===== config.mk =====
export PLATFORM = sky130hd
export DESIGN_NAME = oam_dma_arbiter
export DESIGN_NICKNAME = d
export VERILOG_FILES = /design/src/rtl/nes_bus_pkg.sv /design/src/rtl/oam_dma_arbiter.sv
export SDC_FILE = /design/constraint.sdc
export NUM_CORES = 1
export LEC_CHECK = 0
export BUFFER_PORTS_ARGS = -buffer_cell sky130_fd_sc_hd__buf_4
export CAP_MARGIN = 25
export CORE_UTILIZATION = 45
export DETAILED_ROUTE_END_ITERATION = 16
export PLACE_DENSITY = 0.77
export SYNTH_ARGS = -nofsm -noshare
export SYNTH_HDL_FRONTEND = slang
export SYNTH_SLANG_ARGS = --single-unit

===== constraint.sdc =====
create_clock -name clk -period 1.8 [get_ports clk]
set_input_delay 0.18 -clock clk [delete_from_list [all_inputs] [get_ports clk]]
set_output_delay 0.18 -clock clk [all_outputs]
set_load 0.02 [all_outputs]

===== src/rtl/nes_bus_pkg.sv =====
// Shared CPU/memory bus types for the NES core.
// Holds the sprite DMA state encoding and its default addresses.
package nes_bus_pkg;

  typedef enum logic [2:0] {
    IDLE,
    HALT,
    ALIGN,
    READ,
    WRITE
  } dma_state_t;

  localparam logic [15:0] DMA_REG_ADDR_DEF  = 16'h4014;
  localparam logic [15:0] OAM_DATA_ADDR_DEF = 16'h2004;

  localparam int STALL_MIN = 513;
  localparam int STALL_MAX = 514;

endpackage


===== src/rtl/oam_dma_arbiter.sv =====
// CPU / sprite-DMA bus arbiter.
// A write to the trigger register stalls the CPU and copies a page to OAM.
module oam_dma_arbiter
  import nes_bus_pkg::*;
#(
  parameter int              ADDR_W        = 16,
  parameter int              DATA_W        = 8,
  parameter logic [ADDR_W-1:0] DMA_REG_ADDR  = DMA_REG_ADDR_DEF,
  parameter logic [ADDR_W-1:0] OAM_DATA_ADDR = OAM_DATA_ADDR_DEF
) (
  input  logic              clk,
  input  logic              rst_n,
  input  logic [ADDR_W-1:0] cpu_addr,
  input  logic [DATA_W-1:0] cpu_dout,
  input  logic              cpu_wen,
  output logic [DATA_W-1:0] cpu_din,
  output logic              cpu_rdy,
  output logic [ADDR_W-1:0] mem_addr,
  output logic [DATA_W-1:0] mem_dout,
  output logic              mem_wen,
  input  logic [DATA_W-1:0] mem_din,
  output logic              dma_busy
);

  dma_state_t r_state;
  logic       r_parity;
  logic [7:0] r_page;
  logic [7:0] r_idx;
  logic [7:0] r_data_q;
  logic       w_trig;

  assign w_trig   = cpu_wen && (cpu_addr == DMA_REG_ADDR);
  assign cpu_din  = mem_din;
  assign cpu_rdy  = (r_state == IDLE);
  assign dma_busy = (r_state != IDLE);

  always_ff @(posedge clk or negedge rst_n) begin
    if (!rst_n) begin
      r_state  <= IDLE;
      r_parity <= 1'b0;
      r_page   <= 8'h00;
      r_idx    <= 8'h00;
      r_data_q <= 8'h00;
    end else begin
      r_parity <= ~r_parity;
      unique case (r_state)
        IDLE: begin
          if (w_trig) begin
            r_page  <= cpu_dout[7:0];
            r_idx   <= 8'h00;
            r_state <= HALT;
          end
        end
        // a parity-1 HALT lets the first READ land on a parity-0 cycle
        HALT:  r_state <= r_parity ? READ : ALIGN;
        ALIGN: r_state <= READ;
        READ: begin
          r_data_q <= mem_din[7:0];
          r_state  <= WRITE;
        end
        WRITE: begin
          r_idx   <= r_idx + 8'h01;
          r_state <= (r_idx == 8'hFF) ? IDLE : READ;
        end
        default: r_state <= IDLE;
      endcase
    end
  end

  always_comb begin
    mem_addr = cpu_addr;
    mem_dout = cpu_dout;
    mem_wen  = cpu_wen;
    unique case (r_state)
      IDLE: ;
      HALT, ALIGN: begin
        mem_addr = ADDR_W'({r_page, 8'h00});
        mem_dout = '0;
        mem_wen  = 1'b0;
      end
      READ: begin
        mem_addr = ADDR_W'({r_page, r_idx});
        mem_dout = '0;
        mem_wen  = 1'b0;
      end
      WRITE: begin
        mem_addr = OAM_DATA_ADDR;
        mem_dout = DATA_W'(r_data_q);
        mem_wen  = 1'b1;
      end
      default: ;
    endcase
  end

endmodule


After elaboration in Yosys (flattened, before gate mapping). Cells that the tools add are included.

Add/sub/neg operators: 1. $mul: 0. Divide/modulo/power cells: 0. Order comparisons: 0. Equal/unequal tests: 7. Shift operators: 0. Muxes and demuxes: 9. Bitwise gates (word level): 1. Reductions and logical operators: 8.

Operator list (number): 16-bit case mux with 3 select lines (1); 8-bit case mux with 2 select lines (2); 16-bit by 15-bit equality test with 1-bit output, second input constant (1); 3-bit case mux with 5 select lines (1); 8-bit by 1-bit adder with 8-bit output, second input constant (1); 8-bit equality test, second input constant (1); 8-bit two-way mux (1); 3-bit by 2-bit equality test with 1-bit output, second input constant (2); 2-bit AND reduction (2); 3-bit by 1-bit equality test with 1-bit output, second input constant (1); 3-bit equality test, second input constant (1); 3-bit zero test (1); 3-bit two-way mux (1); 3-bit nonzero test (1); 3-bit OR reduction (1); 2-bit two-way mux (1); 2-bit by 1-bit inequality test with 1-bit output, second input constant (1); 1-bit case mux with 2 select lines (1); 2-bit nonzero test (1); 2-bit OR reduction (1); 1-bit logical AND (1); 1-bit two-way mux (1); 1-bit NOT (1).

Flip-flop bits (word level): 28. Bits in latches: 0. Memory bits (writable): 0. Bits in read-only memories: 0. Bits of input ports: 35. Memories kept: 0.

Depth between registers and ports, before layout. Gate-level depths: netlist (run 1).

Depth after elaboration: 4. Mapped depth: 6. Mapped depth without buffers: 5.

Worst setup path before layout (run 1). Ideal clock, no wire load.

Kind: reg-to-output. Start: reg r_state[0]. End: out mem_dout[1]. Arrival time: 1880 ps. Path slack: -260 ps. Cell stages (with the launch flop): 7. Path buffers: 3. Cells stage by stage: dfrtp_1 -> buf_4 -> nor2_1 -> buf_2 -> buf_2 -> nand2_1 -> o21ai_0.

Longest elaborated chain between the ends: 3.

Ends and longest elaborated chain: from (decl) (RTL line oam_dma_arbiter.sv:25) `dma_state_t r_state;`; from (signal assigned) (RTL line oam_dma_arbiter.sv:55) `HALT: r_state <= r_parity ? READ : ALIGN;`; from (signal assigned) (RTL line oam_dma_arbiter.sv:63) `r_state <= (r_idx == 8'hFF) ? IDLE : READ;`; 3-bit by 2-bit equality test with 1-bit output or 3-bit by 1-bit equality test with 1-bit output (tied branches) (RTL line oam_dma_arbiter.sv:74) `unique case (r_state)`; 3-bit OR reduction (no source line); 8-bit case mux with 2 select lines * (RTL line oam_dma_arbiter.sv:74); to (decl) (RTL line oam_dma_arbiter.sv:19) `output logic [DATA_W-1:0] mem_dout,`.

Mark *: on every way between the ends. The rest lies on a longest branch, timed or not.

Final worst setup path (run 1).
Start: reg r_state[1]. End: out mem_addr[10].

Longest elaborated chain between the ends: 3.

Ends and longest elaborated chain: 3-bit by 1-bit equality test with 1-bit output or 3-bit by 2-bit equality test with 1-bit output (tied branches) (RTL line oam_dma_arbiter.sv:74); 2-bit OR reduction (RTL line oam_dma_arbiter.sv:74); 16-bit case mux with 3 select lines * (RTL line oam_dma_arbiter.sv:74); to (decl) (RTL line oam_dma_arbiter.sv:18) `output logic [ADDR_W-1:0] mem_addr,`.

Marked as above.

==> results of run 1 <==
-- path summary, 6_finish.rpt --
kind | start | endpoint | slack [ns] | depth (start not counted)
worst max register to register | r_state[1]$_DFFE_PN0P_ | r_page[3]$_DFFE_PN0P_ | -0.05 | 5
min in group asynchronous | rst_n | r_page[3]$_DFFE_PN0P_ | 0.34 | 2
max in group asynchronous | rst_n | r_state[2]$_DFFE_PN0P_ | 1.16 | 2
worst min-delay path | mem_din[2] | r_data_q[2]$_DFFE_PN0N_ | 0.12 | 2
worst max-delay path | r_state[1]$_DFFE_PN0P_ | mem_addr[10] | -0.11 | 7
worst min register to register | r_parity$_DFF_PN0_ | r_parity$_DFF_PN0_ | 0.45 | 1
-- cell families after synthesis --
| kind of cell | after synthesis | share of synthesized area (%) |
|---|---|---|
| mux | 31 | 18.3 |
| xor+xnor | 3 | 1.38 |
| flops | 28 | 36.8 |
| compound gates | 45 | 14.4 |
| buf+inv | 27 | 8.49 |
| fa+ha+maj | 3 | 1.71 |
| simple gates | 73 | 18.9 |
-- critical path, stage by stage (launching register included) --
cell,delay [ns]
dfrtp_1,0.44
nor2_4,0.21
buf_12,0.14
buf_16,0.11
buf_6,0.10
mux2i_1,0.17
o22ai_1,0.10
buf_4,0.17
-- layer usage --
metal  part of all wire (%)  wire [um]
met5                      0          0
met2                     53       2990
met4                    1.2         70
met1                     41       2360
met3                    4.7        265
-- through the flow --
stage                     utilization, %  area, sq um  setup TNS (ns)  hold slack (ns)
after global routing                72.0         2900           -3.23            0.119
after CTS                           68.5         2760           -1.22            0.126
after detailed placement            61.2         2470               0            0.122
after floorplan                        -         1910         -0.0648           -0.116
after global placement              61.2         2470               0            0.123
final                               72.0         2900           -1.37            0.122
-- flip-flops by register name, indices dropped and copies added (netlist names) --
name	count
r_data_q	8
r_idx	8
r_page	8
r_state	3
r_parity	1
-- repair_timing --
item,in CTS,in global routing
cloned,3,0
pin swaps,4,5
setup buffers,7,3
endpoints found under the hold margin,28,0
gates resized for setup,20,37
endpoints found under the setup margin,17,33
hold buffers,1,0
-- report_power, final --
part           internal (W)  switching, W
clock network      0.000299      0.000219
registers          0.000787      0.000148
logic               0.00182       0.00166
-- layout make-up --
type / count / area (sq um) / area share [%]
clock buffers: 3 / 41.3 / 1.42
clock inverters: 1 / 30.0 / 1.04
inverters: 4 / 15.0 / 0.518
multi-input cells: 155 / 1160 / 40.1
flip-flops and latches: 28 / 703 / 24.2
well taps: 50 / 62.6 / 2.16
repair buffers: 98 / 886 / 30.5
-- cells in the final DEF, fill, tap and decap left out, drive strengths merged, types with 2 or more instances in the layout --
cell type,netlist,routed
clkbuf,6,3
nand4,2,2
inv,4,4
nor3b,3,3
nand2,41,41
nor2b,4,4
maj3,2,2
o22ai,9,9
or3,2,2
a21oi,2,2
dfrtp,28,28
nand3,4,4
buf,17,96
nor2,7,7
o21bai,3,3
xor2,2,2
mux2i,7,7
and3,4,4
o21ai,19,19
mux2,24,24
a22oi,7,7
==> metrics.yaml, run 1 <==
routing:
  avgRoutedWirePerCell_um: 16.8
  drtIter0Drc: 111
  avgViaCountPerCell: 5.58
  drc: 0
  drtPass1Iterations: 4
  via_count: 1890
  totalWireLength_mm: 5.69
  antenna_left: 0
sta:
  max_freq_ghz: 0.525
  relSlewSlack_pct: 75.1
  maxSlewViolCount: 0
  fin_crit_sh_pct: 106
  worstMarginPinSlew_ns: 0.373
  finalWorstSetupSlack_ns: -0.105
  final-setup-viol-count: 28
  timing.final.hold_violations: 0
  rsz0062_at_grt: "true"
  fin_crit_ns: 1.91
  fin_skew_ns: 0.00925
pwr:
  irDropWorstVdd_uv: 714
  power.leakage_nw: 1.37
  power_density_nw_per_um2: 1700
  p_total_w: 0.00494
setup_path:
  critPathKind: "reg -> out"
  start_kind: "flip-flop"
  end_kind: "primary output"
  critical_path_required_ns: 1.62
  path_max_fanout: 6
  worstPathArrival_ns: 1.73
clock_network:
  clkTransAtPathRegs_ns: 0.11
  htree_levels: 1
  root_buffer: "clkbuf_8"
  cts_made_buffers: 3
  clock_latency_ns: 0.29
  tritoncts: "done"
  clock_sinks: 28
  cts_buffer_depth: 2
synth:
  synthFlopType: "dfrtp_1"
  synthTopCellsByArea: "dfrtp_1 (37%), mux2_2 (13%), nand2_1 (8.1%)"
  synth-edff-count: 0
  netlist.area_leader.share_pct: 36.8
  synthesis.nets: 246
  async_reset_ff_share_pct: 100
  yosysWarningCount: 0
  netlist_area_sq_um: 1900
  synth_area_per_cell_sq_um: 9.06
  yosysUniqueCellTypes: 39
  synth_top_area_cell: "dfrtp_1"
  yosysMostFrequentCell: "nand2_1"
  ys_top_cells_by_count: "nand2_1 (41), dfrtp_1 (28), mux2_2 (22)"
  yosys_register_bits: 28
  syn_inst: 210
  ys_seq_area_share_pct: 36.8
placement:
  hpwl_mm: 3.74
  preCtsSetupSlack_ns: 0.000650
  gp_congestion: 0.846
  place_inst: 321
  numPortBuffers: 69
layout:
  n_fill_cell: 293
  fin_cells: 339
  nets: 326
  diodes: 0
  syn_to_final_growth_pct: 52.5
  drive_above_1_share_pct: 51.6
worst_hold_path:
  min_path_type: "in -> reg"
floorplanning:
  rows: 23
  coreArea_sq_um: 4030
  fp.dieH_um: 67.0
  io_pins: 70
  die-area_sq_um: 4490
  start_util_pct: 47.2
  die_w_um: 67.0
grt:
  met1_usage_pct: 32.9
  gr-usage-met3_pct: 2.57
  grt_util_all_layers_pct: 26.1
  grt_pass1_vias: 1809
  grt_pass1_wl_mm: 8.70
  grt_antenna_before_repair: 0
  grt.busiest_layer: "met2"
  use_met2_pct: 45.4
  grt_start_max_net_pins: 29
  overflow: 0
status:
  status: "complete, but fails checks"
  violations: "negative setup slack"
job:
  cap_violations: 0
Note: power is estimated with default switching activity, not from simulation.
==> inputs of run 2 (changes only) <==
ABC_AREA = 1   (was default)
CORE_UTILIZATION = 43   (was 45)
PLACE_DENSITY = 0.75   (was 0.77)
==> run 2 against run 1 <==
Against the previous run: the run still ends with negative setup slack left; sequential share of layout area increased by 4.8 points; setup slack improved by 0.10 ns; sequential power fell by 4.1%; count of clock-buffer cells in the layout unchanged; global-route usage is 2.5 points lower; routed wire length down 13%; area after synthesis fell by 8.8%; largest power group unchanged; highest routed layer unchanged.
==> metrics.yaml, run 2 <==
synth:
  synth-edff-count: 0
  synthFlopType: "dfrtp_1"
  netlist.area_leader.share_pct: 40.4
  ys_top_cells_by_count: "nand2_1 (107), nand3_1 (31), dfrtp_1 (28)"
  synthesis.nets: 289
  yosysMostFrequentCell: "nand2_1"
  synth_top_area_cell: "dfrtp_1"
  syn_inst: 253
  yosysUniqueCellTypes: 26
  netlist_area_sq_um: 1740
  yosysWarningCount: 0
  ys_seq_area_share_pct: 40.4
  synth_area_per_cell_sq_um: 6.86
  yosys_register_bits: 28
  async_reset_ff_share_pct: 100
  synthTopCellsByArea: "dfrtp_1 (40%), nand2_1 (23%), nand3_1 (8.9%)"
setup_path:
  end_kind: "primary output"
  cp_num_buf_inv: 4
  r2r-start: "r_state[0]$_DFFE_PN0P_"
  cp_slowest_stage_delay_ns: 0.42
  critical_path_required_ns: 1.62
  crit_chain: "nor2_2 -> inv_4 -> nor2_8 -> inv_2 -> nand2_8 -> clkinv_8 -> nand2_1 -> o21ai_0 -> buf_4"
  setup.worst_path.start: "r_state[0]$_DFFE_PN0P_"
  path_max_fanout: 10
  worstPathArrival_ns: 1.62
  crit_path_top_delay_cell: "dfrtp_1"
  start_kind: "flip-flop"
  cp_top_family: "buffers and inverters"
  critPathKind: "reg -> out"
clock_network:
  cts_made_buffers: 3
  clkTransAtPathRegs_ns: 0.10
  tritoncts: "done"
  cts_buffer_depth: 2
  clock_latency_ns: 0.29
  clock_sinks: 28
  htree_levels: 1
  root_buffer: "clkbuf_8"
grt:
  overflow: 0
  grt_util_all_layers_pct: 23.5
  grt_pass1_wl_mm: 7.65
  grt_antenna_before_repair: 0
  grt_pass1_vias: 1689
  grt_start_max_net_pins: 29
layout:
  top_regs: "r_data_q: 8 flops, r_idx: 8 flops, r_page: 8 flops"
  nets: 360
  most-common-layout-cells: "nand2_1 (107), buf_4 (78), nand3_1 (31)"
  layout_commonest_cell: "nand2_1"
  postLayoutCellArea_sq_um: 2410
  syn_to_final_growth_pct: 38.9
  fin_cells: 371
  diodes: 0
  drive_above_1_share_pct: 29.7
floorplanning:
  die_w_um: 65.5
  rows: 22
  die-area_sq_um: 4290
  io_pins: 70
  coreArea_sq_um: 3770
  start_util_pct: 46.0
  fp.dieH_um: 65.5
sta:
  tns_ns: -0.00332
  rsz0062_at_grt: "true"
  fin_skew_ns: 0.00969
  timing.final.hold_violations: 0
  maxSlewViolCount: 0
  fin_crit_ns: 1.80
  worstMarginPinSlew_ns: 0.361
  fin_crit_sh_pct: 100
  finalWorstSetupSlack_ns: -0.00186
  max_freq_ghz: 0.555
  relSlewSlack_pct: 76.0
  final-setup-viol-count: 3
status:
  violations: "negative setup slack"
  status: "complete, but fails checks"
routing:
  avgViaCountPerCell: 4.94
  totalWireLength_mm: 4.93
  drtPass1Iterations: 4
  via_count: 1831
  drc: 0
  avgRoutedWirePerCell_um: 13.3
  drtIter0Drc: 109
  antenna_left: 0
placement:
  postPlaceCellArea_sq_um: 2240
  hpwl_mm: 3.43
  place_inst: 360
  numPortBuffers: 69
  gp_congestion: 0.865
worst_hold_path:
  min_path_type: "in -> reg"
  hold_start: "mem_din[2]"
pwr:
  power_density_nw_per_um2: 1590
  power.leakage_nw: 1.37
  irDropWorstVdd_uv: 925
job:
  cap_violations: 0
==> run 2: path summary, 6_finish.rpt <==
kind / endpoint / slack (ns) / depth (start not counted)
max: mem_addr[6] / -0.002 / 9
min: r_data_q[2]$_DFFE_PN0N_ / 0.09 / 3
max reg2reg: r_data_q[4]$_DFFE_PN0N_ / 0.16 / 8
min reg2reg: r_parity$_DFF_PN0_ / 0.41 / 1
max in group asynchronous: r_idx[7]$_DFFE_PN0P_ / 1.19 / 2
min in group asynchronous: r_page[2]$_DFFE_PN0P_ / 0.34 / 2
==> run 2: area by class of cell <==
class	instances	area (sq um)
fill	335	1360
inverter	26	119
sequential	28	701
timing repair buffer	79	596
timing repair inverter	1	8.76
tap	48	60.1
clock buffer	3	41.3
multi-input combinational	185	855
clock inverter	1	30.0
==> run 2: power by group <==
group / switching [W] / internal (W) / total, W
combinational: 0.00150 / 0.000917 / 0.00242
clock: 0.000209 / 0.000299 / 0.000508
sequential: 0.000114 / 0.000783 / 0.000897
==> run 2: metal layers <==
metal  wire, um  share of wire, %  GRT usage, %  vias to the layer above
met5          0                 0             0                        -
met4         67               1.4          8.42                        0
met3        370               7.5          3.99                        7
met2       2250                46          36.3                       76
met1       2240                45          33.0                      819
li1           -                 -             -                      929
==> run 2: through the flow <==
stage          util, %  total power, W  hold slack, ns  worst slack [ns]
2_1_floorplan        -         0.00227          -0.116             0.277
3_3_place_gp      59.5         0.00301           0.116             0.284
3_5_place_dp      59.5         0.00305           0.120             0.239
4_1_cts           62.2         0.00361          0.0904            0.0196
5_1_grt           63.9         0.00407          0.0792            -0.119
6_report          63.9         0.00382          0.0871          -0.00186
==> run 2: worst register-to-register path, stage by stage (launching register included) <==
cell	delay, ns
dfrtp_1	0.42
buf_4	0.14
buf_4	0.12
buf_4	0.15
nand3_4	0.14
buf_4	0.20
clkinvlp_4	0.21
nand2_1	0.10
nand2_1	0.06
==> run 2: cell families after synthesis <==
| logic type | Yosys count | share of synthesized area, % |
|---|---|---|
| AND/OR/NAND/NOR | 164 | 40.7 |
| buffers and inverters | 40 | 11.6 |
| flip-flops | 28 | 40.4 |
| AO/OA/AOI/OAI | 20 | 6.56 |
| adder cells (fa/ha/maj) | 1 | 0.721 |
==> run 2: repair_timing <==
item                                    in CTS  in global routing
resized for setup                            2                  6
cloned                                       0                  1
buffers inserted                             2                  3
pin swaps                                    0                  1
endpoints found under the setup margin      18                 25
hold buffers                                 1                  0
hold endpoints to repair                    28                  0
